`src/rtl/reg_file_pkg.sv`:
```
// ============================================================================
//  Module   : reg_file_pkg
//  Purpose  : Shared types and default geometry for the multi-port register file
//  Revision : 1.0
// ============================================================================
`default_nettype none

package reg_file_pkg;

  // Default geometry, also used by the ALU wrapper.
  localparam int RF_WIDTH = 8;
  localparam int RF_DEPTH = 4;

  typedef enum logic {
    IDLE  = 1'b0,
    CLEAR = 1'b1
  } state_t;

endpackage : reg_file_pkg

`default_nettype wire

```
`src/rtl/reg_file_multi.sv`:
```
// ============================================================================
//  Module   : reg_file_multi
//  Purpose  : DEPTH x WIDTH register file, one write port, two registered read
//             ports, optional write bypass / zero register, clear sweep.
//  Revision : 1.0
// ============================================================================
`default_nettype none

module reg_file_multi
  import reg_file_pkg::*;
#(
  parameter int WIDTH    = RF_WIDTH,
  parameter int DEPTH    = RF_DEPTH,
  parameter bit BYPASS   = 1'b1,
  parameter bit ZERO_REG = 1'b0,
  localparam int ADDR_W  = $clog2(DEPTH)
) (
  input  logic              clk,
  input  logic              rst_n,
  input  logic              wr_en,
  input  logic [ADDR_W-1:0] wr_addr,
  input  logic [WIDTH-1:0]  wr_data,
  input  logic              rd_en,
  input  logic [ADDR_W-1:0] rd_addr_a,
  input  logic [ADDR_W-1:0] rd_addr_b,
  output logic [WIDTH-1:0]  do_a,
  output logic [WIDTH-1:0]  do_b,
  output logic              rd_valid,
  input  logic              clr_req,
  output logic              busy
);

  state_t              state_q, state_d;
  logic [ADDR_W-1:0]   cnt_q, cnt_d;
  logic                busy_q, busy_d;
  logic [WIDTH-1:0]    mem_q [DEPTH];
  logic [WIDTH-1:0]    do_a_q, do_a_d;
  logic [WIDTH-1:0]    do_b_q, do_b_d;
  logic                rd_valid_q, rd_valid_d;

  logic                w_idle;
  logic                w_wr_ok;
  logic                w_rd_ok;
  logic                w_sweep_last;

  assign w_idle       = (state_q == IDLE);
  // A write to the hardwired zero entry is dropped before it can reach storage or bypass.
  assign w_wr_ok      = w_idle && wr_en && !(ZERO_REG && (wr_addr == '0));
  assign w_rd_ok      = w_idle && rd_en;
  assign w_sweep_last = (cnt_q == ADDR_W'(DEPTH - 1));

  // Value one read port captures this cycle: zero register first, then bypass, then storage.
  function automatic logic [WIDTH-1:0] rd_sel(input logic [ADDR_W-1:0] addr);
    if (ZERO_REG && (addr == '0)) begin
      return '0;
    end
    if (BYPASS && w_wr_ok && (addr == wr_addr)) begin
      return wr_data;
    end
    return mem_q[addr];
  endfunction

  always_comb begin
    state_d = state_q;
    cnt_d   = cnt_q;
    busy_d  = busy_q;
    case (state_q)
      IDLE: begin
        if (clr_req) begin
          state_d = CLEAR;
          cnt_d   = '0;
          busy_d  = 1'b1;
        end
      end
      CLEAR: begin
        if (w_sweep_last) begin
          state_d = IDLE;
          busy_d  = 1'b0;
        end else begin
          cnt_d = cnt_q + 1'b1;
        end
      end
      default: begin
        state_d = IDLE;
        busy_d  = 1'b0;
      end
    endcase
  end

  always_comb begin
    do_a_d     = do_a_q;
    do_b_d     = do_b_q;
    rd_valid_d = 1'b0;
    if (w_rd_ok) begin
      do_a_d     = rd_sel(rd_addr_a);
      do_b_d     = rd_sel(rd_addr_b);
      rd_valid_d = 1'b1;
    end
  end

  always_ff @(posedge clk) begin
    if (!rst_n) begin
      state_q    <= IDLE;
      cnt_q      <= '0;
      busy_q     <= 1'b0;
      do_a_q     <= '0;
      do_b_q     <= '0;
      rd_valid_q <= 1'b0;
    end else begin
      state_q    <= state_d;
      cnt_q      <= cnt_d;
      busy_q     <= busy_d;
      do_a_q     <= do_a_d;
      do_b_q     <= do_b_d;
      rd_valid_q <= rd_valid_d;
    end
  end

  // Sweep and port writes are mutually exclusive: writes only land in IDLE.
  always_ff @(posedge clk) begin
    if (!rst_n) begin
      for (int i = 0; i < DEPTH; i++) begin
        mem_q[i] <= '0;
      end
    end else if (state_q == CLEAR) begin
      mem_q[cnt_q] <= '0;
    end else if (w_wr_ok) begin
      mem_q[wr_addr] <= wr_data;
    end
  end

  assign do_a     = do_a_q;
  assign do_b     = do_b_q;
  assign rd_valid = rd_valid_q;
  assign busy     = busy_q;

endmodule : reg_file_multi

`default_nettype wire

```
`config.mk`:
```
export PLATFORM = sky130hd
export DESIGN_NAME = reg_file_multi
export DESIGN_NICKNAME = d
export VERILOG_FILES = /design/src/rtl/reg_file_pkg.sv /design/src/rtl/reg_file_multi.sv
export SDC_FILE = /design/constraint.sdc
export NUM_CORES = 1
export LEC_CHECK = 0
export CORE_MARGIN = 5
export CORE_UTILIZATION = 55
export CTS_BUF_LIST = sky130_fd_sc_hd__clkbuf_16
export DETAILED_ROUTE_END_ITERATION = 10
export HOLD_SLACK_MARGIN = 0.08
export PLACE_DENSITY_LB_ADDON = 0.08
export SYNTH_ARGS = -nofsm -noshare
export SYNTH_HDL_FRONTEND = slang
export SYNTH_SLANG_ARGS = --single-unit
export TNS_END_PERCENT = 100
```
`constraint.sdc`:
```
create_clock -name clk -period 2.1 [get_ports clk]
set_clock_uncertainty 0.2 [all_clocks]
set_input_delay 0.42 -clock clk [delete_from_list [all_inputs] [get_ports clk]]
set_output_delay 0.42 -clock clk [all_outputs]
set_load 0.02 [all_outputs]
```
=== Yosys cells after proc, flatten, opt, wreduce, memory -nomap -nowiden ===
Memory sizes are Yosys's and may differ from the RTL's. A register that Yosys moved wholly into a read port is not among the register bits.
Index checks and enable logic that the tools add are counted.

* Muxes and demuxes: 24
* $add $sub $neg: 1
* Bitwise operators: 1
* Reduce and logical (&&, ||, !) cells: 8
* Equality and inequality tests: 4

{| class="wikitable"
|+ Operators with widths
! operator !! count
|-
| $mux W8 || 2
|-
| $reduce_or A8 Y1 || 2
|-
| $mux W1 || 15
|-
| $mux W2 || 4
|-
| $ne A2 B2 Y1 const B || 2
|-
| $pmux W1 S2 || 2
|-
| $pmux W2 S2 || 1
|-
| $reduce_and A2 Y1 || 2
|-
| $add A2 B1 Y2 const B || 1
|-
| $eq A2 B2 Y1 const B || 1
|-
| $logic_and A1 B1 Y1 || 2
|-
| $logic_not A1 Y1 || 2
|-
| $ne A2 B1 Y1 const B || 1
|-
| $not A1 Y1 || 1
|}

* Memory bits (writable): 32
* Output and inout port bits: 18
* Memories kept: 1
* Input port bits: 19
* Register bits after elaboration: 5

{| class="wikitable"
|+ Memories
! memory !! depth !! width !! read ports !! clocked after memory_dff !! wr ports !! line !! RTL
|-
| mem_q || 4 || 8 || 2 || 2 || 4 || reg_file_multi.sv:36 || <nowiki>logic [WIDTH-1:0] mem_q [DEPTH];</nowiki>
|}

=== Logic depth before layout (Yosys ltp) ===
* Depth in word-level cells: 8
* Gate-level depth with buffers: 7

=== Worst setup path after synthesis ===
No wires, ideal clock.

* Path type: in2reg
* Start: input port wr_addr[0]
* End: memory mem_q[0][0] (netlist name), enable pin
* Path slack: 0.101 ns
* Stages on the path: 5
* Setup time: 0.329 ns
* Arrival time: 1.469 ns
* Data required time: 1.571 ns
* Cell sequence: nor3b_1 or2_0 buf_2 nand3_1 nand2_1

{| class="wikitable"
|+ RTL lines
! what !! line !! RTL
|-
| start: declaration || reg_file_multi.sv:21 || <nowiki>input logic [ADDR_W-1:0] wr_addr,</nowiki>
|-
| end: declaration || reg_file_multi.sv:36 ||
|}

==> key figures <==
Drt
  – Initial DRC Count: 164
  – Pre-antenna DRT Iters: 4
  – Routed vias/inst: 5.839
  – Antenna Nets Post-Route: 0
  – DR DRC count: 0
  – Vias: 2207
  – Final Routed Wirelength: 7319 um
  – WL/cell: 19.36 um

Layout
  – Inserted Diodes: 0
  – Post-Layout Cell Count: 378
  – Multi-input gate area: 1309 um^2
  – Fillers: 323
  – Area grow syn2layout: 36.72%
  – Most common cell after layout, fill and taps aside: buf_4
  – Layout cells sized above 1: 25.72%
  – Storage cell area: 1383 um^2
  – Final net count: 330
  – Most frequent cells in the layout: buf_4, clkdlybuf4s50_1, edfxtp_1

Yosys
  – Top-area cell type share of the netlist area: 34.94%
  – Yosys reg bits: 53
  – Synth warn: 0
  – Main synth FF type: edfxtp_1
  – Async SR Flop Fraction: 0%
  – Syn Nets: 258
  – Seq/Total Area, Yosys: 50.23%
  – Post-Syn Area per Cell: 11.56 um^2
  – Synth cell types: 44
  – Synth top area cells: edfxtp_1, dfxtp_1, mux4_2, mux4_1, nor2_1
  – Largest area contributor in the netlist: edfxtp_1
  – Number of flops mapped to enable cells by yosys: 32
  – Post-synthesis cell count: 238
  – Mapped Area: 2750 um^2

Timing
  – Max transition margin: 72.47%
  – Final hold violation count: 0
  – Highest clock rate: 0.4819 GHz
  – Crit share post-route: 98.81%
  – Slew @ Worst Pin: 0.4111 ns
  – Setup TNS Final: 0 ns
  – Post-route minimum period: 2.075 ns
  – Slew Viols, Final: 0
  – Finish-stage setup viols: 0
  – Final worst slack: 0.02501 ns

Setup path
  – R2R depth: 7
  – CP max FO: 8
  – CP max stage delay: 0.51 ns
  – Arrival @ worst endpoint: 2.11 ns
  – FF-to-FF Start: state_q
  – CP required: 2.13 ns
  – WS Path Type: input port to register
  – R2r setup slk: 0.14 ns
  – Slowest cell on crit path: clkdlybuf4s50_1
  – Critical Path Start Type: input port
  – Largest delay share family, worst path: compound AO/OA/AOI/OAI gates
  – R2r endpoint: do_a[1]
  – Critical path capture point type: register
  – CP bufs+invs: 1
  – Critical path, cell by cell: clkdlybuf4s50_1 > nand2_1 > o221a_4 > a211o_4 > o221ai_1 > o211a_1

Run status
  – Outcome: finished, final reports clean

Global route
  – Grt ovf: 0
  – GRT Util Overall: 24.19%
  – Pin count of the biggest net entering global routing: 34
  – Initial antenna violation count: 0
  – First-pass GRT wire length: 11650 um
  – Vias in the first global route: 2224

Clock network
  – CTS Sinks: 53
  – Root buffer cell: clkbuf_16
  – Clk_lat worst skew: 0.29 ns
  – Clock buffer depth: 2
  – Reg clk slew, reported paths: 0.07 ns
  – CTS tree: built
  – H-tree depth: 2
  – Total CTS buffers: 5

Placed design
  – # placed instances: 369
  – Placement Setup Slack: -0.4622 ns
  – Placer Congestion: 0.8297
  – Final HPWL from detailed placement: 5116 um
  – # port buffers: 36

Die
  – Die Area: 6514 um^2
  – # IOs: 37
  – FP Rows: 25
  – Initial Util: 57.46%
  – Core Region: 4786 um^2
  – Die Wd: 80.71 um
  – Die Ht: 80.71 um

Power
  – P per Cell Area: 689.1 nW/um^2
  – Maximum ir drop on the vdd rail: 0.6141 mV
  – Pwr Total: 2.591 mW
  – P_leak: 1.554 nW

Hold path
  – Min-delay worst type: register to register
  – Worst hold path cell count: 1
  – Worst min-delay path startpoint: do_b[1]
  – Hold EP: do_b[1]

Job
  – Max-Cap Viols: 0
==> per-layer routing <==
metal  part of all wire, %  GRT usage [%]
met1                    42          31.45
met2                    53          42.88
met3                   4.4          3.363
met4                  0.59          5.574
met5                     0              0
==> worst max-delay path by stage <==
stage | from | endpoint | slack [ns] | cells past startpoint
after CTS | wr_addr[0] | do_b[2] | -0.03 | 8
after detailed placement | wr_en | do_a[3] | -0.46 | 7
after floorplan | wr_addr[0] | mem_q[0][0] | 0.10 | 5
after global placement | wr_en | do_a[0] | -0.42 | 7
final | wr_addr[1] | do_b[7] | 0.03 | 6
after global routing | wr_addr[0] | do_a[1] | -0.02 | 7
==> sequential cells by signal, indices dropped and copies added (netlist names) <==
name / cells
mem_q: 32
rd_valid: 1
busy: 1
do_a: 8
state_q: 1
cnt_q: 2
do_b: 8
==> area by class of cell <==
cell class              count  area share [%]
clock inverters             3          0.4659
inverters                  20           1.997
well taps                  67           2.230
multi-input cells         151           34.81
flip-flops and latches     53           36.77
repair buffers             79           20.40
clock buffers               5           3.328
==> per-stage QoR <==
step	hold WS, ns	utilization (%)	instance area [um^2]
6_report	0.3023	78.56	3760
3_5_place_dp	0.2886	73.44	3515
5_1_grt	0.3150	78.56	3760
4_1_cts	0.3016	76.73	3672
3_3_place_gp	0.2837	73.44	3515
2_1_floorplan	0.3224	-	2750
==> logic make-up after synthesis <==
logic type	share of synthesized area (%)
compound gates	14.24
xor+xnor	0.5916
buf+inv	5.368
simple gates	15.20
fa+ha+maj	0.4549
flops	50.23
mux	13.92
==> worst reg2reg max path, cell delays in order, from the launching register on <==
cell and delay, ns:
dfxtp_2 0.38, nor2b_1 0.15, buf_4 0.15, or2_1 0.29, buf_4 0.18, xnor2_4 0.23, nand4_1 0.16, a31oi_1 0.17
==> cell usage after synthesis, drive strengths merged, types with 8 or more instances <==
| master | number |
|---|---|
| edfxtp | 32 |
| nand2 | 24 |
| o221ai | 8 |
| inv | 20 |
| clkbuf | 8 |
| dfxtp | 21 |
| a31oi | 9 |
| nor2 | 29 |
| mux4 | 16 |
| o211a | 8 |
| o21ai | 11 |
| nand4 | 8 |
==> timing repair <==
item                                    4_1_cts  5_1_grt
hold buffers                                  0        0
buffers inserted                              0        1
endpoints found under the setup margin       71       48
pin swaps                                     2        3
cloned                                        0        0
gates resized for setup                       8       13
==> power breakdown <==
group          leakage (nW)  internal [mW]  switching, mW
clock network        0.0754          0.440          0.356
logic                 0.970          0.290          0.281
registers             0.509           1.18         0.0424
Power figures use the tool's default switching activity.
==> RTL edit (same settings) <==
`RF_WIDTH`: 8 -> 10.
--- a/src/rtl/reg_file_pkg.sv
+++ b/src/rtl/reg_file_pkg.sv
@@ -10,3 +10,3 @@
   // Default geometry, also used by the ALU wrapper.
-  localparam int RF_WIDTH = 8;
+  localparam int RF_WIDTH = 10;
   localparam int RF_DEPTH = 4;
Interface: changed (resized do_a, do_b and wr_data); port bits go from 37 to 43. No check against the original RTL was run, so the function may have changed too.
==> RTL edit against the original RTL <==
  * Cell area grew 21%
  * Register-to-register slack better by 0.05 ns
  * Wire length is 14% higher
  * Maximum frequency grew 2.8%
  * Worst setup slack improved by 0.056 ns
  * Synthesized area increased by 26%
  * Sequential cell count grew 12
  * Sequential share of layout area rose by 0.56 points
  * Sequential power increased by 23%
  * Utilization fell by 5.5 points
  * Final cell count is 16% higher
  * Total power up 41%
  * Worst hold slack got worse by 0.015 ns
  * Critical path type unchanged
  * Critical endpoint is now do_b[6]$_SDFFE_PN0P_
  * Largest cell class unchanged
==> RTL edit: results (changes against the original RTL) <==
- Ranking of synthesized cells by instance count: 40 x edfxtp_1, 36 x nor2_1, 25 x dfxtp_1 (was 32 x edfxtp_1, 28 x nor2_1, 24 x nand2_1).
- The sequential share of the synthesized area is 49.13% (was 50.23%).
- The final estimated routing congestion in global placement is 0.8140 (was 0.8297).
- The post-synth net total is 320 (was 258).
- The cell area after placement came to 4215 sq um (was 3515 sq um).
- The static leakage is 1.671 nW (was 1.554 nW).
- The final net count is 380 (was 330).
- The number of enable-type register cells in the synthesized netlist is 40 (was 32).
- The final routed wirelength across all metal layers is 8372 microns (was 7319 microns).
- Result of the run: finished, final reports clean (unchanged).
- The initial detailed-routing violation count is 132 (was 164).
- The number of buffers inserted by port buffering came to 42 (was 36).
- The depth of the CTS H-tree is 3 (was 2).
- The worst slew margin relative to its limit is 70.21% (was 72.47%).
- The overall routing resource usage was 23.35% (was 24.19%).
- The power dissipated by switching net loads is 937.0 uW (was 679.8 uW).
- The pin count of the biggest net entering global routing is 26 (was 34).
- The number of buffers created by CTS is 9 (was 5).
- Biggest area contributors in the synthesized netlist: edfxtp_1 35%, dfxtp_1 14%, mux4_2 13% (was edfxtp_1 35%, dfxtp_1 15%, mux4_2 8.2%).
- The cell count after synthesis is 298 (was 238).
- The peak supply drop is 0.9438 mV (was 0.6141 mV).
- The count of placed standard cells including taps is 424 (was 369).
- The detailed-placement wirelength estimate is 6175 microns (was 5116 microns).
- The ratio of routed vias to standard cells came to 6.016 (was 5.839).
- The first-pass GRT wire length came to 13690 microns (was 11650 microns).
- The maximum fanout encountered on the critical timing path was 12 (was 8).
- The filler cell count in the final layout is 447 (was 323).
- The data arrival at the endpoint of the critical path is 2.03 ns (was 2.11 ns).
- The via count of the first global-routing pass is 2574 (was 2224).
- The ratio of cells with drive above 1 in the final layout was 28.18% (was 25.72%).
- The average wire per cell in the routed design is 19.07 microns (was 19.36 microns).
-- RTL edit: cell count changes in the layout (fill, tap and decap cells not counted), sizes merged, moves of 8 or more --
cell,before,now
nand4,8,0
inv,22,13
nand2b,1,21
a31oi,9,0
clkdlybuf4s50,32,41
o221ai,8,0
a211oi,0,20
edfxtp,32,40
a21oi,2,12
o21ai,11,23
buf,43,35
a41oi,0,20
o211a,8,0
-- RTL edit: kinds of logic after synthesis --
logic type                 Yosys count  synth area share, %
DFF                                 65                49.13
AOI/OAI and AO/OA                   77                17.81
buffers and inverters               40                5.491
and+or+nand+nor                     95                14.20
adders and majority gates            1               0.3612
muxes                               20                13.01
-- RTL edit: path summary, 6_finish.rpt --
kind	slack [ns]	endpoint	from	cells after the start
worst max-delay path	0.08	do_b[6]$_SDFFE_PN0P_	rd_addr_b[0]	6
worst min-delay path	0.29	busy$_SDFFE_PN0P_	busy$_SDFFE_PN0P_	2
worst max register to register	0.19	mem_q[2][2]$_SDFFCE_PN0P_	state_q$_SDFF_PN0_	5
worst min register to register	0.29	busy$_SDFFE_PN0P_	busy$_SDFFE_PN0P_	2
-- RTL edit: routing by layer --
metal | vias up | track usage (%) | wire length, microns
met1 | 1276 | 33.25 | 3803
met4 | 0 | 9.337 | 146
met5 | - | 0 | 0
li1 | 1249 | - | -
met3 | 14 | 3.963 | 520
met2 | 102 | 35.70 | 3902
-- RTL edit: worst max-delay path: cells and delay by family --
kind / cells / cell delay (ns)
buf+inv: 2 / 0.66
compound gates: 2 / 0.29
simple gates: 1 / 0.16
mux: 1 / 0.49
-- RTL edit: power by group through the flow --
stage          sequential [mW]  clock (mW)  combinational [mW]
2_1_floorplan             1.56           0               0.350
3_3_place_gp              1.52           0               0.662
3_5_place_dp              1.53           0               0.667
4_1_cts                   1.50        1.48               0.676
5_1_grt                   1.51        1.56               0.732
6_report                  1.50        1.46               0.681
-- RTL edit: cell type report --
class	count	area share (%)
clock inverters	6	1.510
multi-input cells	193	35.60
well taps	77	2.114
repair buffers	77	17.51
inverters	12	0.9882
clock buffers	9	4.941
flip-flops and latches	65	37.33
-- RTL edit: timing repair --
| action | 4_1_cts | 5_1_grt |
|---|---|---|
| hold buffers | 0 | 0 |
| resized for setup | 5 | 4 |
| endpoints found under the setup margin | 7 | 37 |
-- RTL edit: per-stage QoR --
stage | setup slack [ns] | power (mW) | utilization, % | hold WS [ns]
finish | 0.08147 | 3.647 | 73.04 | 0.2876
global route | 0.003990 | 3.807 | 73.04 | 0.3266
CTS | 0.04463 | 3.660 | 72.61 | 0.2969
detailed placement | -0.3743 | 2.195 | 67.54 | 0.2838
global placement | -0.3593 | 2.184 | 67.54 | 0.2675
floorplan | 0.01966 | 1.910 | - | 0.2722
